`src/rtl/interrupt_controller.sv`:
```
// interrupt_controller
//   Edge-detects NUM_IRQ maskable lines and one NMI line, keeps them pending,
//   and presents one request at a time to the multi-cycle control unit using
//   fixed priority (NMI first, then lowest irq index). It tracks the
//   in-service level until eoi so that a routine is not re-entered.
// Ports
//   clk, rst              rising-edge clock, synchronous active-high reset
//   irq, nmi_in           request lines; only rising edges are significant
//   mask_we, mask_wdata   mask register write (bit=1 blocks the line)
//   gie                   global enable for maskable lines
//   int_ack, nmi_ack      control unit entered its INT / NMI service state
//   eoi                   end of the current service routine
//   INT_control           registered maskable request
//   NMI_control           registered non-maskable request
//   int_id                line being requested or serviced
//   pending, mask         software-visible pending flags and mask
module interrupt_controller #(
  parameter int unsigned NUM_IRQ = 4,
  parameter int unsigned ID_W    = 3
) (
  input  logic               clk,
  input  logic               rst,
  input  logic [NUM_IRQ-1:0] irq,
  input  logic               nmi_in,
  input  logic               mask_we,
  input  logic [NUM_IRQ-1:0] mask_wdata,
  input  logic               gie,
  input  logic               int_ack,
  input  logic               nmi_ack,
  input  logic               eoi,
  output logic               INT_control,
  output logic               NMI_control,
  output logic [ID_W-1:0]    int_id,
  output logic [NUM_IRQ-1:0] pending,
  output logic [NUM_IRQ-1:0] mask
);

  typedef enum logic [2:0] {
    S_IDLE    = 3'd0,
    S_INT_REQ = 3'd1,
    S_INT_SVC = 3'd2,
    S_NMI_REQ = 3'd3,
    S_NMI_SVC = 3'd4
  } state_e;

  state_e             state_q, state_d;
  logic [NUM_IRQ-1:0] irq_q;
  logic               nmi_q;
  logic               nmi_pend;
  logic [NUM_IRQ-1:0] irq_rise;
  logic               nmi_rise;
  logic [NUM_IRQ-1:0] elig;
  logic [NUM_IRQ-1:0] ack_clr;
  logic [ID_W-1:0]    winner;
  logic               any_elig;
  logic               tgt_ok;
  logic               int_fire;
  logic               nmi_fire;
  logic               int_ctrl_d;
  logic               nmi_ctrl_d;
  logic [ID_W-1:0]    int_id_d;

  assign irq_rise = irq & ~irq_q;
  assign nmi_rise = nmi_in & ~nmi_q;
  assign elig     = gie ? (pending & ~mask) : '0;
  assign any_elig = |elig;
  // Acks only count in the state that is waiting for them.
  assign int_fire = (state_q == S_INT_REQ) && int_ack;
  assign nmi_fire = (state_q == S_NMI_REQ) && nmi_ack;

  // Lowest-index eligible line wins.
  always_comb begin
    winner = '0;
    for (int i = NUM_IRQ - 1; i >= 0; i--) begin
      if (elig[i]) winner = ID_W'(i);
    end
  end

  // Decode int_id into the target line's eligibility and its ack clear.
  always_comb begin
    tgt_ok  = 1'b0;
    ack_clr = '0;
    for (int i = 0; i < NUM_IRQ; i++) begin
      if (int_id == ID_W'(i)) begin
        tgt_ok     = elig[i];
        ack_clr[i] = int_fire;
      end
    end
  end

  // State register.
  always_ff @(posedge clk) begin
    if (rst) state_q <= S_IDLE;
    else     state_q <= state_d;
  end

  // Next-state logic; an ack wins over a same-cycle NMI, eoi over a nesting NMI.
  always_comb begin
    state_d = state_q;
    case (state_q)
      S_IDLE: begin
        if (nmi_pend)      state_d = S_NMI_REQ;
        else if (any_elig) state_d = S_INT_REQ;
      end
      S_INT_REQ: begin
        if (int_ack)       state_d = S_INT_SVC;
        else if (nmi_pend) state_d = S_NMI_REQ;
        else if (!tgt_ok)  state_d = S_IDLE;
      end
      S_INT_SVC: begin
        if (eoi)           state_d = S_IDLE;
        else if (nmi_pend) state_d = S_NMI_REQ;
      end
      S_NMI_REQ: begin
        if (nmi_ack)       state_d = S_NMI_SVC;
      end
      S_NMI_SVC: begin
        if (eoi)           state_d = S_IDLE;
      end
      default:             state_d = S_IDLE;
    endcase
  end

  // Output decode from the next state so the registered outputs track the state.
  always_comb begin
    int_ctrl_d = (state_d == S_INT_REQ);
    nmi_ctrl_d = (state_d == S_NMI_REQ);
    int_id_d   = int_id;
    if ((state_q == S_IDLE) && (state_d == S_INT_REQ)) int_id_d = winner;
  end

  // Datapath and output registers; a new rise wins over a same-cycle ack clear.
  always_ff @(posedge clk) begin
    if (rst) begin
      irq_q       <= irq;
      nmi_q       <= nmi_in;
      pending     <= '0;
      nmi_pend    <= 1'b0;
      mask        <= '1;
      INT_control <= 1'b0;
      NMI_control <= 1'b0;
      int_id      <= '0;
    end else begin
      irq_q       <= irq;
      nmi_q       <= nmi_in;
      pending     <= (pending & ~ack_clr) | irq_rise;
      nmi_pend    <= (nmi_pend & ~nmi_fire) | nmi_rise;
      if (mask_we) mask <= mask_wdata;
      INT_control <= int_ctrl_d;
      NMI_control <= nmi_ctrl_d;
      int_id      <= int_id_d;
    end
  end

endmodule

```
`config.mk`:
```
export PLATFORM = sky130hd
export DESIGN_NAME = interrupt_controller
export DESIGN_NICKNAME = d
export VERILOG_FILES = /design/src/rtl/interrupt_controller.sv
export SDC_FILE = /design/constraint.sdc
export NUM_CORES = 1
export LEC_CHECK = 0
export ABC_AREA = 1
export BUFFER_PORTS_ARGS = -buffer_cell sky130_fd_sc_hd__buf_2
export CAP_MARGIN = 25
export CORE_UTILIZATION = 48
export DETAILED_ROUTE_END_ITERATION = 12
export PLACE_DENSITY_LB_ADDON = 0.12
export SYNTH_ARGS = -nofsm -noshare
export SYNTH_HDL_FRONTEND = slang
export SYNTH_SLANG_ARGS = --single-unit
export TNS_END_PERCENT = 1
```
`constraint.sdc`:
```
create_clock -name clk -period 1.7 [get_ports clk]
set_input_delay 0.255 -clock clk [delete_from_list [all_inputs] [get_ports clk]]
set_output_delay 0.255 -clock clk [all_outputs]
set_load 0.05 [all_outputs]
```
== Word level (Yosys, flattened, before mapping) ==
Index checks and enable logic that the tools add are counted.

* Output and inout port bits: 13
* Memories kept: 0
* Bits in latches: 0
* ROM bits: 0
* Logic and storage cells: 59
* Bits in writable memories: 0
* Bits in registers: 22

* Shift-type cells: 0
* Reduce and logical (&&, ||, !) cells: 6
* $mul: 0
* $add $sub $neg: 0
* Bitwise gates (word level): 12
* $lt $le $gt $ge: 0
* Div/mod/pow operators: 0
* Muxes and demuxes: 23
* Equality and inequality tests: 9

{| class="wikitable"
|+ Operators by type and width
! operator !! number
|-
| $mux W3 || 12
|-
| $eq A3 B2 Y1 const B || 5
|-
| $pmux W3 S5 || 1
|-
| $and A4 B4 Y4 || 3
|-
| $not A4 Y4 || 3
|-
| $eq A3 B1 Y1 const B || 3
|-
| $mux W1 || 8
|-
| $logic_not A3 Y1 || 2
|-
| $mux W4 || 1
|-
| $or A4 B4 Y4 || 1
|-
| $reduce_or A4 Y1 || 1
|-
| $eq A3 B3 Y1 const B || 1
|-
| $logic_and A1 B1 Y1 || 3
|-
| $and A1 B1 Y1 || 2
|-
| $mux W2 || 1
|-
| $not A1 Y1 || 2
|-
| $or A1 B1 Y1 || 1
|}

== Logic depth before layout (Yosys ltp) ==
* Word-level depth: 13
* Gate-level depth with buffers: 11

== Worst setup path after synthesis ==
Ideal clock, no wire load.

* Kind: register -> register
* Start point: register int_id[0]
* End point: register int_id[1]
* Buffers on the path: 0
* Cell stages (with the launch flop): 12
* Setup slack: 0.113 ns
* Clock period less this slack: 1.587 ns
* Arrival: 1.462 ns
* Setup time: 0.125 ns
* Cell sequence: dfxtp_1 > inv_1 > nor2_1 > nand2_1 > nand2_1 > o21ai_1 > nand2_1 > nand2_2 > nand3_2 > nand2_1 > nand2_1 > nor2_2

* Longest elaborated chain between the ends: 11
* Elaborated cells between the ends (all ways): 14
* Those cells by class: 4 x eq/ne; 8 x mux; 2 x reduce/logical

{| class="wikitable"
|+ RTL lines
! element !! line !! text
|-
| start: declaration || 33 || <nowiki>output logic [ID_W-1:0] int_id,</nowiki>
|-
| start signal: assignment || 151 || <nowiki>int_id <= int_id_d;</nowiki>
|-
| $logic_not A3 Y1 || 84 || <nowiki>if (int_id == ID_W'(i)) begin</nowiki>
|-
| $mux W1 (3 in series) || 84 ||
|-
| $mux W1 * || 84 ||
|-
| $mux W3 * || 108 || <nowiki>else if (!tgt_ok) state_d = S_IDLE;</nowiki>
|-
| $mux W3 * || 107 || <nowiki>else if (nmi_pend) state_d = S_NMI_REQ;</nowiki>
|-
| $mux W3 * || 106 || <nowiki>if (int_ack) state_d = S_INT_SVC;</nowiki>
|-
| $pmux W3 S5 * || 100 || <nowiki>case (state_q)</nowiki>
|-
| $eq A3 B1 Y1 * || 129 || <nowiki>if ((state_q == S_IDLE) && (state_d == S_INT_REQ)) int_id_d = winner;</nowiki>
|-
| $logic_and A1 B1 Y1 * || 129 ||
|}

Every way passes the cells marked *; elsewhere a longest branch is shown, timed or not.
A chain may end at the register's enable or synchronous reset.

== Final worst setup path ==
* Start point: register state_q[0]
* End point: register int_id[0]

* Longest elaborated chain between the ends: 6
* Elaborated cells between the ends (all ways): 17
* Those cells by class: 5 x eq/ne; 10 x mux; 2 x reduce/logical

{| class="wikitable"
|+ RTL lines
! element !! line !! text
|-
| start: declaration || 46 || <nowiki>state_e state_q, state_d;</nowiki>
|-
| start signal: assignment || 94 || <nowiki>else state_q <= state_d;</nowiki>
|-
| $mux W3 || 108 ||
|-
| $mux W3 || 107 ||
|-
| $mux W3 || 106 ||
|-
| $pmux W3 S5 || 100 ||
|-
| $eq A3 B1 Y1 || 129 ||
|-
| $logic_and A1 B1 Y1 * || 129 ||
|}

Marks and branches as above.

==> impl_metrics.py <==
metrics = {
    "pwr": {
        "cell_internal_pwr_mw": 0.695,
        "power_density_nw_per_um2": 976,
        "max-vdd-ir-drop_v": 0.000549,
        "power_switching_mw": 0.377,
        "pwr-share-seq_pct": 52.6,
        "netSwitchingFraction_pct": 35.2,
        "p_leak_nw": 0.569,
        "clockPowerShare_pct": 21.9,
        "combPwrFrac_pct": 25.6,
    },
    "sta": {
        "timing.fmax_mhz": 707,
        "min_period_over_period_pct": 83.2,
        "finalSetupViolCount": 0,
        "setup_slack_ns": 0.285,
        "tns_ns": 0,
        "skew_ns": 0.00195,
        "grt_setup_unrepaired": "false",
        "period_needed_ns": 1.41,
        "report.final.slew_viol_count": 0,
        "finalHoldViolCount": 0,
        "hold_slack_ns": 0.0624,
    },
    "worst_setup_path": {
        "critPathLaunchType": "flip-flop",
        "crit_type": "flip-flop to flip-flop",
        "crit_buf_inv": 1,
        "end_kind": "flip-flop",
        "crit_fanout": 4,
        "slowest_delay_ns": 0.39,
        "cpLargestDelayFamily": "simple AND/OR/NAND/NOR gates",
        "critPathSlowestCell": "dfxtp_1",
        "crit_arrival_ns": 1.66,
        "path_cells": "inv_1 > nor4_1 > nand2_1 > nand2_2 > nand3_2 > nand2_1 > nand2_1 > nor2_1",
        "cp_common_cell": "nand2_1",
        "cp.required_ns": 1.94,
    },
    "clocking": {
        "cts.sinks": 21,
        "holdBufCountCts": 0,
        "cts.htree.levels": 1,
        "numCtsBuffers": 3,
        "ctsLongestPathBuffers": 2,
        "postCtsSetupRepairBufs": 0,
        "ctsResizeCount": 0,
        "cts-root-buf": "clkbuf_4",
        "worstSkewPairLatency_ns": 0.30,
        "cts_tree": "yes",
        "path_clk_slew_ns": 0.11,
    },
    "hold_path": {
        "hold_path_class": "primary input to flip-flop",
    },
    "cells_and_area": {
        "area_delta_synth_final_pct": 19.9,
        "post-route-util_pct": 62.3,
        "layout.cells.non_filler": 183,
        "fin_nets": 175,
        "drive_gt1_share_pct": 24.7,
        "antenna_cells": 0,
    },
    "synth": {
        "syn_area_um2": 916,
        "synth-seq-area-share_pct": 45.9,
        "yosys_warnings": 0,
        "synth_nets": 145,
        "ys_types": 23,
        "synth_area_per_cell_um2": 7.10,
        "synth_cells": 129,
        "synth-seq-cells": 21,
    },
    "place": {
        "place_congestion": 0.831,
        "post-place-cells": 179,
        "io_buffers": 27,
        "pre_cts_ws_ns": 0.274,
        "dp_hpwl_mm": 1.50,
    },
    "global_route": {
        "grt.busiest_layer": "met2",
        "grtUsageMet1_pct": 25.1,
        "grt_pass1_wl_mm": 3.04,
        "grt_pass1_vias": 773,
        "antenna_found_initial": 0,
        "grt_max_degree": 15,
        "gr-usage-all-layers_pct": 20.4,
        "grt_remaining_overflow": 0,
        "gr-usage-met2_pct": 35.7,
        "grt_use_met3_pct": 3.97,
    },
    "routing": {
        "finalWirelength_mm": 1.89,
        "num_vias": 919,
        "avgViaCountPerCell": 5.02,
        "ant_nets": 0,
        "wl_per_cell_um": 10.3,
        "drt_iter0_markers": 23,
        "dr.pass1.iters": 4,
        "drc": 0,
    },
    "floorplan": {
        "ios": 29,
        "die_w_um": 45.7,
        "dieArea_um2": 2090,
        "num_rows": 15,
        "core_region_area_um2": 1760,
        "die_h_um": 45.7,
        "start_util_pct": 51.9,
    },
    "run_status": {
        "status": "completed",
    },
    "flow_run": {
        "drv_cap": 0,
    },
}
-- area by class of cell --
cell class	count	area, µm²
fill	184	666
inverter	20	75.1
sequential	21	420
clock inverter	1	5.00
timing repair buffer	27	135
multi-input combinational	86	409
tap	25	31.3
clock buffer	3	22.5
-- power by group through the flow --
stage / Clock [mW] / Combinational (mW) / Sequential [mW]
final: 0.234 / 0.274 / 0.564
after global routing: 0.258 / 0.302 / 0.569
after CTS: 0.244 / 0.276 / 0.564
after detailed placement: 0 / 0.275 / 0.574
after global placement: 0 / 0.270 / 0.572
after floorplan: 0 / 0.124 / 0.652
-- cells by family after synthesis --
kind of cell           after synthesis  synth area share (%)
AOI/OAI and AO/OA                   27                  16.7
buffers and inverters               22                  9.43
DFF                                 21                  45.9
other                                1                 0.409
and+or+nand+nor                     58                  27.6
-- layout by cell type (no fill, tap or decap), drive strengths merged, types with 3 or more instances in the layout --
cell type  Yosys  layout
a21oi         12      12
clkbuf         1       3
nor2          17      17
nand2         29      29
dfxtp         21      21
inv           20      20
o21ai         11      11
o31ai          3       3
buf            1      27
nand3          6       6
-- Yosys cell counts (all sizes together) --
| library cell | count | area, µm² |
|---|---|---|
| and2 | 1 | 7.51 |
| inv | 20 | 75.1 |
| a21oi | 12 | 63.8 |
| o31ai | 3 | 22.5 |
| o21ai | 11 | 58.8 |
| nor2 | 17 | 66.3 |
| buf | 1 | 7.51 |
| nand4 | 2 | 12.5 |
| conb | 1 | 3.75 |
| nand3 | 6 | 35.0 |
| nor3 | 1 | 5.00 |
| dfxtp | 21 | 420 |
| o211ai | 1 | 7.51 |
| clkbuf | 1 | 3.75 |
| nand2 | 29 | 114 |
| nor4 | 2 | 12.5 |
-- per-layer routing --
layer	part of all wire [%]	routed length, µm
met1	45	854
met2	48	918
met3	5.8	109
met4	0.53	10
met5	0	0
-- path summary, 6_finish.rpt --
kind	startpoint	to	slack (ns)	cells past startpoint
max	state_q[0]	int_id[0]	0.29	8
min	irq[0]	irq_q[0]	0.06	1
max reg2reg	state_q[0]	int_id[0]	0.29	8
min reg2reg	nmi_q	nmi_pend	0.49	3
-- sequential cells by signal (all words and copies together), names as in the netlist --
name,flops
nmi_pend,1
irq_q,4
mask,4
int_id,2
state_q,3
INT_control,1
NMI_control,1
pending,4
nmi_q,1
-- per-stage QoR --
step / area, µm² / total power [mW]
floorplan: 916 / 0.776
CTS: 1100 / 1.08
global route: 1100 / 1.13
global placement: 1070 / 0.842
finish: 1100 / 1.07
detailed placement: 1070 / 0.849
(Power assumes the default switching activity.)
